==> src/rtl/div_pkg.sv <==
// Shared types and constants for the iterative radix-2 divider.
// The fast special-case path is controlled by DIV32_SPECIAL_FAST_EN.
package div_pkg;

   typedef enum logic [1:0] {
      IDLE = 2'd0,
      CALC = 2'd1,
      DONE = 2'd2
   } state_t;

   localparam int DIV_WIDTH = 32;
   localparam int CNT_W     = $clog2(DIV_WIDTH);

   // Counter width for a given operand width (at least one bit)
   function automatic int cnt_width(input int w);
      cnt_width = (w > 1) ? $clog2(w) : 1;
   endfunction

   // Most-negative two's complement value of width w (LSB-aligned)
   function automatic logic [63:0] most_neg(input int w);
      most_neg = 64'd1 << (w - 1);
   endfunction

   // All-ones value of width w (LSB-aligned)
   function automatic logic [63:0] all_ones(input int w);
      all_ones = (w >= 64) ? '1 : ((64'd1 << w) - 64'd1);
   endfunction

endpackage

==> src/rtl/div_step.sv <==
// One restoring division iteration on a shifted {rem, quot} pair.
// Purely combinational; the caller registers the results.
module div_step #(
   parameter int W = 32
) (
   input  logic [W-1:0] rem,
   input  logic [W-1:0] quot,
   input  logic [W-1:0] divisor,
   output logic [W-1:0] rem_nxt,
   output logic [W-1:0] quot_nxt
);

   logic [W:0] shifted;
   logic [W:0] trial;

   // Shift in the next dividend bit and try subtracting the divisor
   always_comb begin
      shifted  = {rem, quot[W-1]};
      trial    = shifted - {1'b0, divisor};
      quot_nxt = {quot[W-2:0], ~trial[W]};
      rem_nxt  = trial[W] ? shifted[W-1:0] : trial[W-1:0];
   end

endmodule

==> src/rtl/div32_iter.sv <==
// Iterative radix-2 signed/unsigned divider with RISC-V special cases.
// Define DIV32_SPECIAL_FAST_EN to finish div-by-zero/overflow at accept.
module div32_iter
   import div_pkg::*;
#(
   parameter int DATA_WIDTH = 32,
   parameter int TAG_WIDTH  = 4
) (
   input  logic                  clk,
   input  logic                  rst,
   input  logic                  in_valid,
   output logic                  in_ready,
   input  logic                  in_signed,
   input  logic [DATA_WIDTH-1:0] in_a,
   input  logic [DATA_WIDTH-1:0] in_b,
   input  logic [TAG_WIDTH-1:0]  in_tag,
   output logic                  out_valid,
   input  logic                  out_ready,
   output logic [DATA_WIDTH-1:0] out_quot,
   output logic [DATA_WIDTH-1:0] out_rem,
   output logic [TAG_WIDTH-1:0]  out_tag
);

   localparam int CW = cnt_width(DATA_WIDTH);
   localparam logic [63:0] MN64 = most_neg(DATA_WIDTH);
   localparam logic [63:0] AO64 = all_ones(DATA_WIDTH);
   localparam logic [DATA_WIDTH-1:0] MOST_NEG = MN64[DATA_WIDTH-1:0];
   localparam logic [DATA_WIDTH-1:0] ONES     = AO64[DATA_WIDTH-1:0];
   localparam logic [CW-1:0] LAST = CW'(DATA_WIDTH - 1);

   state_t state, nxt;

   logic [CW-1:0]         cnt;
   logic [DATA_WIDTH-1:0] rem;
   logic [DATA_WIDTH-1:0] quot;
   logic [DATA_WIDTH-1:0] divisor;
   logic [DATA_WIDTH-1:0] a_orig;
   logic [TAG_WIDTH-1:0]  tag;
   logic                  sign_a;
   logic                  neg_q;
   logic                  dz;
   logic                  ovf;

   logic                  sa, sb;
   logic [DATA_WIDTH-1:0] mag_a, mag_b;
   logic                  acc_dz, acc_ovf;
   logic [DATA_WIDTH-1:0] step_rem, step_quot;
   logic [DATA_WIDTH-1:0] fin_q, fin_r;
   logic                  last;
   logic                  accept;

   div_step #(.W(DATA_WIDTH)) u_step (
      .rem      (rem),
      .quot     (quot),
      .divisor  (divisor),
      .rem_nxt  (step_rem),
      .quot_nxt (step_quot)
   );

   // Operand conditioning at accept: magnitudes and special-case flags
   always_comb begin
      sa      = in_signed & in_a[DATA_WIDTH-1];
      sb      = in_signed & in_b[DATA_WIDTH-1];
      mag_a   = sa ? -in_a : in_a;
      mag_b   = sb ? -in_b : in_b;
      acc_dz  = (in_b == '0);
      acc_ovf = in_signed & (in_a == MOST_NEG) & (in_b == ONES);
   end

   // Final result selection, applied on the last iteration edge
   always_comb begin
      last = (cnt == LAST);
      if (dz) begin
         fin_q = ONES;
         fin_r = a_orig;
      end else if (ovf) begin
         fin_q = MOST_NEG;
         fin_r = '0;
      end else begin
         fin_q = neg_q ? -step_quot : step_quot;
         fin_r = sign_a ? -step_rem : step_rem;
      end
   end

   // State register
   always_ff @(posedge clk or negedge rst) begin
      if (!rst) state <= IDLE;
      else      state <= nxt;
   end

   // Next-state and handshake outputs
   always_comb begin
      nxt       = state;
      in_ready  = 1'b0;
      out_valid = 1'b0;
      accept    = 1'b0;
      unique case (state)
         IDLE: begin
            in_ready = rst;
            accept   = in_valid;
            if (in_valid) begin
`ifdef DIV32_SPECIAL_FAST_EN
               nxt = (acc_dz | acc_ovf) ? DONE : CALC;
`else
               nxt = CALC;
`endif
            end
         end
         CALC: begin
            if (last) nxt = DONE;
         end
         DONE: begin
            out_valid = 1'b1;
            if (out_ready) nxt = IDLE;
         end
         default: nxt = IDLE;
      endcase
   end

   // Datapath: capture at accept, iterate in CALC, write results at end
   always_ff @(posedge clk or negedge rst) begin
      if (!rst) begin
         cnt      <= '0;
         rem      <= '0;
         quot     <= '0;
         divisor  <= '0;
         a_orig   <= '0;
         tag      <= '0;
         sign_a   <= 1'b0;
         neg_q    <= 1'b0;
         dz       <= 1'b0;
         ovf      <= 1'b0;
         out_quot <= '0;
         out_rem  <= '0;
         out_tag  <= '0;
      end else if (accept) begin
         cnt     <= '0;
         rem     <= '0;
         quot    <= mag_a;
         divisor <= mag_b;
         a_orig  <= in_a;
         tag     <= in_tag;
         sign_a  <= sa;
         neg_q   <= sa ^ sb;
         dz      <= acc_dz;
         ovf     <= acc_ovf;
`ifdef DIV32_SPECIAL_FAST_EN
         if (acc_dz | acc_ovf) begin
            out_quot <= acc_dz ? ONES : MOST_NEG;
            out_rem  <= acc_dz ? in_a : '0;
            out_tag  <= in_tag;
         end
`endif
      end else if (state == CALC) begin
         rem  <= step_rem;
         quot <= step_quot;
         cnt  <= cnt + 1'b1;
         if (last) begin
            out_quot <= fin_q;
            out_rem  <= fin_r;
            out_tag  <= tag;
         end
      end
   end

endmodule
==> config.mk <==
export PLATFORM = sky130hd
export DESIGN_NAME = div32_iter
export DESIGN_NICKNAME = d
export VERILOG_FILES = /design/src/rtl/div_pkg.sv /design/src/rtl/div_step.sv /design/src/rtl/div32_iter.sv
export SDC_FILE = /design/constraint.sdc
export NUM_CORES = 1
export LEC_CHECK = 0
export ABC_AREA = 1
export CAP_MARGIN = 0
export CORE_UTILIZATION = 40
export CTS_CLUSTER_SIZE = 20
export DETAILED_ROUTE_END_ITERATION = 10
export PLACE_DENSITY = 0.68
export SYNTH_ARGS = -nofsm -noshare
export SYNTH_HDL_FRONTEND = slang
export SYNTH_SLANG_ARGS = --single-unit
==> constraint.sdc <==
create_clock -name clk -period 11.75 [get_ports clk]
set_input_delay 1.7625 -clock clk [delete_from_list [all_inputs] [get_ports clk]]
set_output_delay 1.7625 -clock clk [all_outputs]
set_load 0.01 [all_outputs]
# Word level (Yosys, flattened, before mapping)
# Index checks and enable logic that the tools add are counted.
# totals
elab_cells,62
regBits,211
output_inout_bits,70
# op_classes
mux,22
eq_ne,8
reduce_logical,5
add_sub_neg,6
n_bitwise,7
# op_table
cell,count
two-way mux 32 bit,13
negation 32 bit,4
equality test 32 bit (second input constant),2
subtractor 33 x 32 -> 33 bit,1
zero test 32 bit,1
two-way mux 5 bit,2
two-way mux 2 bit,3
inequality test 2 bit (second input constant),3
one-hot mux 2 bit (3 select lines),1
AND reduction 3 bit,2
adder 5 x 1 -> 5 bit (second input constant),1
equality test 5 bit (second input constant),1
AND 1 bit,4
two-way mux 1 bit,3
equality test 2 x 1 -> 1 bit (second input constant),1
equality test 2 bit (second input constant),1
zero test 2 bit,1
NOT 1 bit,2
nonzero test 2 bit,1
XOR 1 bit,1

# Logic depth before layout (Yosys ltp)
# logic_depth
word_depth,6
depth_mapped,31

# By module
# A second synthesis with hierarchy kept.
# unflattened
cells_unflattened,2351
area_unflattened_um2,15537.4
# by_module_without_submodules
mod,seq_area_each_um2,cells_each,n_inst,area_per_inst_um2
div32_iter,5280.1,1640,1,12154.2
div_step,0.0,711,1,3383.2

# Worst setup path after synthesis
# No wires, ideal clock.
# synth_path
path_type,register to register
startpoint,register quot[31]
endpoint,register out_quot[28]
t_arrival_ps,3902
t_required_ps,11670
setup_slack_ps,7768
stages_incl_launch_ff,32
path_buffers,2
setup_ps,80
path_cell_list,dfrtp_1 inv_1 ha_1 fa_1 inv_1 nand2_1 nand2_1 nand3_1 nand2_1 nand2_1 nand2_4 nand2_4 nand2_4 nand2_4 nand2_4 buf_12 buf_12 ha_1 inv_1 nor3_1 nand2_1 inv_1 nand4_1 nor3_1 inv_1 nor3_1 nand2_1 o21ai_0 nand2_1 a21oi_1 o21ai_0 a2bb2oi_1
# synth_between
elab_chain_cells,6
# synth_lines
element,line_no,rtl
"start, declared",div32_iter.sv:35,logic [DATA_WIDTH-1:0] quot;
"start signal, assigned",div32_iter.sv:139,quot <= mag_a;
"start signal, assigned",div32_iter.sv:156,quot <= step_quot;
subtractor 33 x 32 -> 33 bit,div_step.sv:19,"trial = shifted - {1'b0, divisor};"
NOT 1 bit,div_step.sv:20,"quot_nxt = {quot[W-2:0], ~trial[W]};"
negation 32 bit,div32_iter.sv:80,fin_q = neg_q ? -step_quot : step_quot;
two-way mux 32 bit,div32_iter.sv:80,
two-way mux 32 bit,div32_iter.sv:76,end else if (ovf) begin
two-way mux 32 bit,div32_iter.sv:73,if (dz) begin
"end signal, assigned",div32_iter.sv:159,out_quot <= fin_q;
"end, declared",div32_iter.sv:19,"output logic [DATA_WIDTH-1:0] out_quot,"
# Every way passes these cells.
# A chain may end at the register's enable or synchronous reset.

# Final worst setup path
# layout_path
startpoint,input rst
endpoint,output in_ready
# layout_between
elab_chain_cells,1
# layout_lines
element,line_no,rtl
"start, declared",div32_iter.sv:10,"input logic rst,"
two-way mux 1 bit,div32_iter.sv:97,unique case (state)
"end, declared",div32_iter.sv:12,"output logic in_ready,"
# Every way passes these cells.

==> results.yml <==
worst_setup_path:
  startpoint: "rst"
  worst_path_max_delay_cell: "sky130_fd_sc_hd__clkdlybuf4s50_1"
  regToRegSetupSlack_ns: 6.77
  crit_path_max_incr_delay_ns: 0.56
  crit_path_end: "in_ready"
  timing.critical_path.arrival_ns: 3.23
  critPathMaxFanout: 89
  path_buf_inv: 2
  critPathKind: "in -> out"
  worst_r2r_startpoint: "quot[31]"
  critical_path.startpoint_type: "input pin"
  r2r_cells: 28
  worst-endpoint-required_ns: 9.99
  worst_r2r_endpoint: "out_quot[28]"
  critical-path-top-delay-family: "buffers and inverters"
  worstSetupEndpointType: "output port"
  worstPathCellList: "clkbuf_8 > nor3b_1 > clkdlybuf4s50_1"
  critical_path_depth: 3
finish:
  num-fill-cells: 3675
  layout-area-overhead-vs-synth_pct: 16.8
  post_route_cells_drive_above_1_share: 0.0742
  antenna-diode-count: 0
  final_net_count: 2359
global_route:
  first_global_vias: 14010
  grt_overflow_total: 0
  grt_first_pass_wirelength_um: 76600
  grt_antenna_before_repair: 0
  maximum_number_of_pins_on_one_net_before_global_route_repair: 90
  grtUsageTotal: 0.253
synth:
  synthesis.yosys.warnings: 0
  postSynthNetCount: 2253
  synth_cell_types: 58
  ys_seq_elements: 211
  synthesis.instances: 2140
  synthDominantAreaCellType: "sky130_fd_sc_hd__dfrtp_1"
  synth-async-reset-ratio: 1.00
  synth.top_cell.area_share: 0.354
  ys_flop_type: "sky130_fd_sc_hd__dfrtp_1"
  number_of_enable_type_register_cells_in_the_synthesized_netlist: 0
  synth_area_leaders: "sky130_fd_sc_hd__dfrtp_1 (35%), sky130_fd_sc_hd__nand2_1 (15%), sky130_fd_sc_hd__inv_1 (7.2%), sky130_fd_sc_hd__nand3_1 (5.4%), sky130_fd_sc_hd__o21ai_0 (4.8%)"
  synthesis.area_per_instance_um2: 6.97
  ys_seq_area_frac: 0.354
  syn_area_um2: 14900
cts:
  postCtsSetupBuffers: 0
  ctsResizeCount: 0
  cts.sink_count: 211
  clock_buffer_depth: 3
  clk_transition_reported_paths_ns: 0.05
  worst_skew_pair.late_latency_ns: 0.56
  clock_tree_from_tritoncts: "yes"
  cts.htree.levels: 1
  cts_hold_repair.buffers: 0
  cts-buffers-inserted: 25
  cts.root.buffer_cell: "sky130_fd_sc_hd__clkbuf_16"
sta:
  finalClockSkew_ns: 0.0128
  maxClockFrequency_mhz: 200
  worst_pin_slew_ns: 1.21
  slew_headroom: 0.190
  setup_viol_count_final: 0
  final.period_utilization: 0.425
  drv_slew: 0
  grt_setup_unrepaired: "no"
  hold_fails_final_rpt: 0
  setup-tns-final_ns: 0
  period_needed_ns: 5.00
drt:
  route.detailed.vias_per_inst: 5.45
  num_vias: 14874
  postRouteAntennaNets: 0
  detail_route.first_pass.iterations: 6
  drt_first_iter_violations: 1412
  routed_wl_um: 47700
  remaining_drcs: 0
  wl_per_cell_um: 17.5
floorplan:
  floorplan.die.width_um: 195
  start_util: 0.407
  placement_rows: 70
  core-area_um2: 36700
  die_h_um: 195
  io_pins: 143
  die_area_um2: 38100
place:
  dpl.hpwl_um: 36400
  place.port_buffers: 142
  routabilityCongestion: 0.944
min_path:
  worst_hold_startpoint: "divisor[8]"
  min_path_type: "reg -> reg"
run_status:
  run_status: "completed"
job:
  maxCapViolations: 0
-- per-stage QoR --
stage | hold WS (ns) | area (um^2) | util | cells | setup slack, ns
2_1_floorplan | 0.449 | 14900 | - | 2140 | 7.77
3_3_place_gp | 0.464 | 16700 | 0.454 | 2687 | 6.74
3_5_place_dp | 0.469 | 16700 | 0.454 | 2687 | 6.72
4_1_cts | 0.487 | 17400 | 0.475 | 2731 | 6.75
5_1_grt | 0.502 | 17400 | 0.475 | 2731 | 6.10
6_report | 0.483 | 17400 | 0.475 | 2731 | 6.75
-- cell families (layout without fill, tap and decap cells) --
| logic type | after synthesis | in the layout | share of synthesized area |
|---|---|---|---|
| xor+xnor | 44 | 44 | 0.0258 |
| fa+ha+maj | 40 | 40 | 0.0340 |
| buf+inv | 372 | 495 | 0.0994 |
| flops | 211 | 211 | 0.354 |
| compound gates | 392 | 392 | 0.163 |
| simple gates | 1081 | 1081 | 0.323 |
-- worst min-delay path by stage --
stage                  end  slack [ns]  cells past startpoint
2_1_floorplan       tag[3]        0.45                      2
3_3_place_gp    out_tag[3]        0.46                      2
3_5_place_dp     a_orig[9]        0.47                      2
4_1_cts        divisor[18]        0.49                      2
5_1_grt          a_orig[9]        0.50                      2
6_report        divisor[8]        0.48                      2
-- synth_stat cells, drive strengths merged, types with 5 or more instances --
cell type / number
nand2: 647
buf: 17
clkbuf: 59
dfrtp: 211
nand3: 168
xnor2: 8
nor2: 165
inv: 294
a2bb2oi: 46
o21ai: 149
nor4: 14
o31ai: 6
o221ai: 7
o22ai: 31
o21bai: 5
nand3b: 6
a21boi: 9
nand4: 30
a21oi: 91
xor2: 36
nor3: 23
or2: 23
o211ai: 31
ha: 39
-- registers in the layout (all words and copies together) (netlist names), 2 cells and up --
signal	count
tag	4
state	2
out_tag	4
out_rem	32
quot	32
rem	32
out_quot	32
cnt	5
divisor	32
a_orig	32
-- layout make-up --
cell class,count,area [um^2],share of cell area
Clock inverter,8,55.1,0.00316
Inverter,296,1110,0.0637
Clock buffer,36,697,0.0400
Sequential cell,211,5280,0.303
Timing Repair Buffer,155,1520,0.0874
Tap cell,468,586,0.0336
Multi-Input combinational cell,1557,8180,0.469
-- placed cells by master (no fill, tap or decap), drive strengths merged, types with 3 or more instances in the layout --
| cell type | count |
|---|---|
| nand2 | 647 |
| inv | 295 |
| dfrtp | 211 |
| nand3 | 168 |
| nor2 | 165 |
| o21ai | 149 |
| clkdlybuf4s50 | 141 |
| a21oi | 91 |
| a2bb2oi | 46 |
| ha | 39 |
| clkbuf | 37 |
| xor2 | 36 |
| o22ai | 31 |
| o211ai | 31 |
| nand4 | 30 |
| or2 | 23 |
| nor3 | 23 |
| nor4 | 14 |
| buf | 13 |
| a21boi | 9 |
| clkinv | 9 |
| xnor2 | 8 |
| o221ai | 7 |
| nand3b | 6 |
| o31ai | 6 |
| o21bai | 5 |
| a21o | 3 |
| a31oi | 3 |
| o311ai | 3 |
| a22oi | 3 |
| and2 | 3 |
-- per-layer routing --
layer	track usage	part of all wire	vias to the layer above
li1	-	-	7242
met3	0.0318	0.062	84
met5	0	0	-
met1	0.363	0.47	7037
met4	0.0761	0.027	0
met2	0.395	0.44	511
-- worst register-to-register path: cells and delay by family, from the launching register on --
kind,cells,cell delay [ns]
compound gates,3,0.62
fa+ha+maj,3,0.93
buf+inv,5,0.44
flops,1,0.33
simple gates,17,2.52
Power is left out: the tool's default activity adds up to more than one toggle a clock period on the data nets, which glitch-free logic cannot reach.
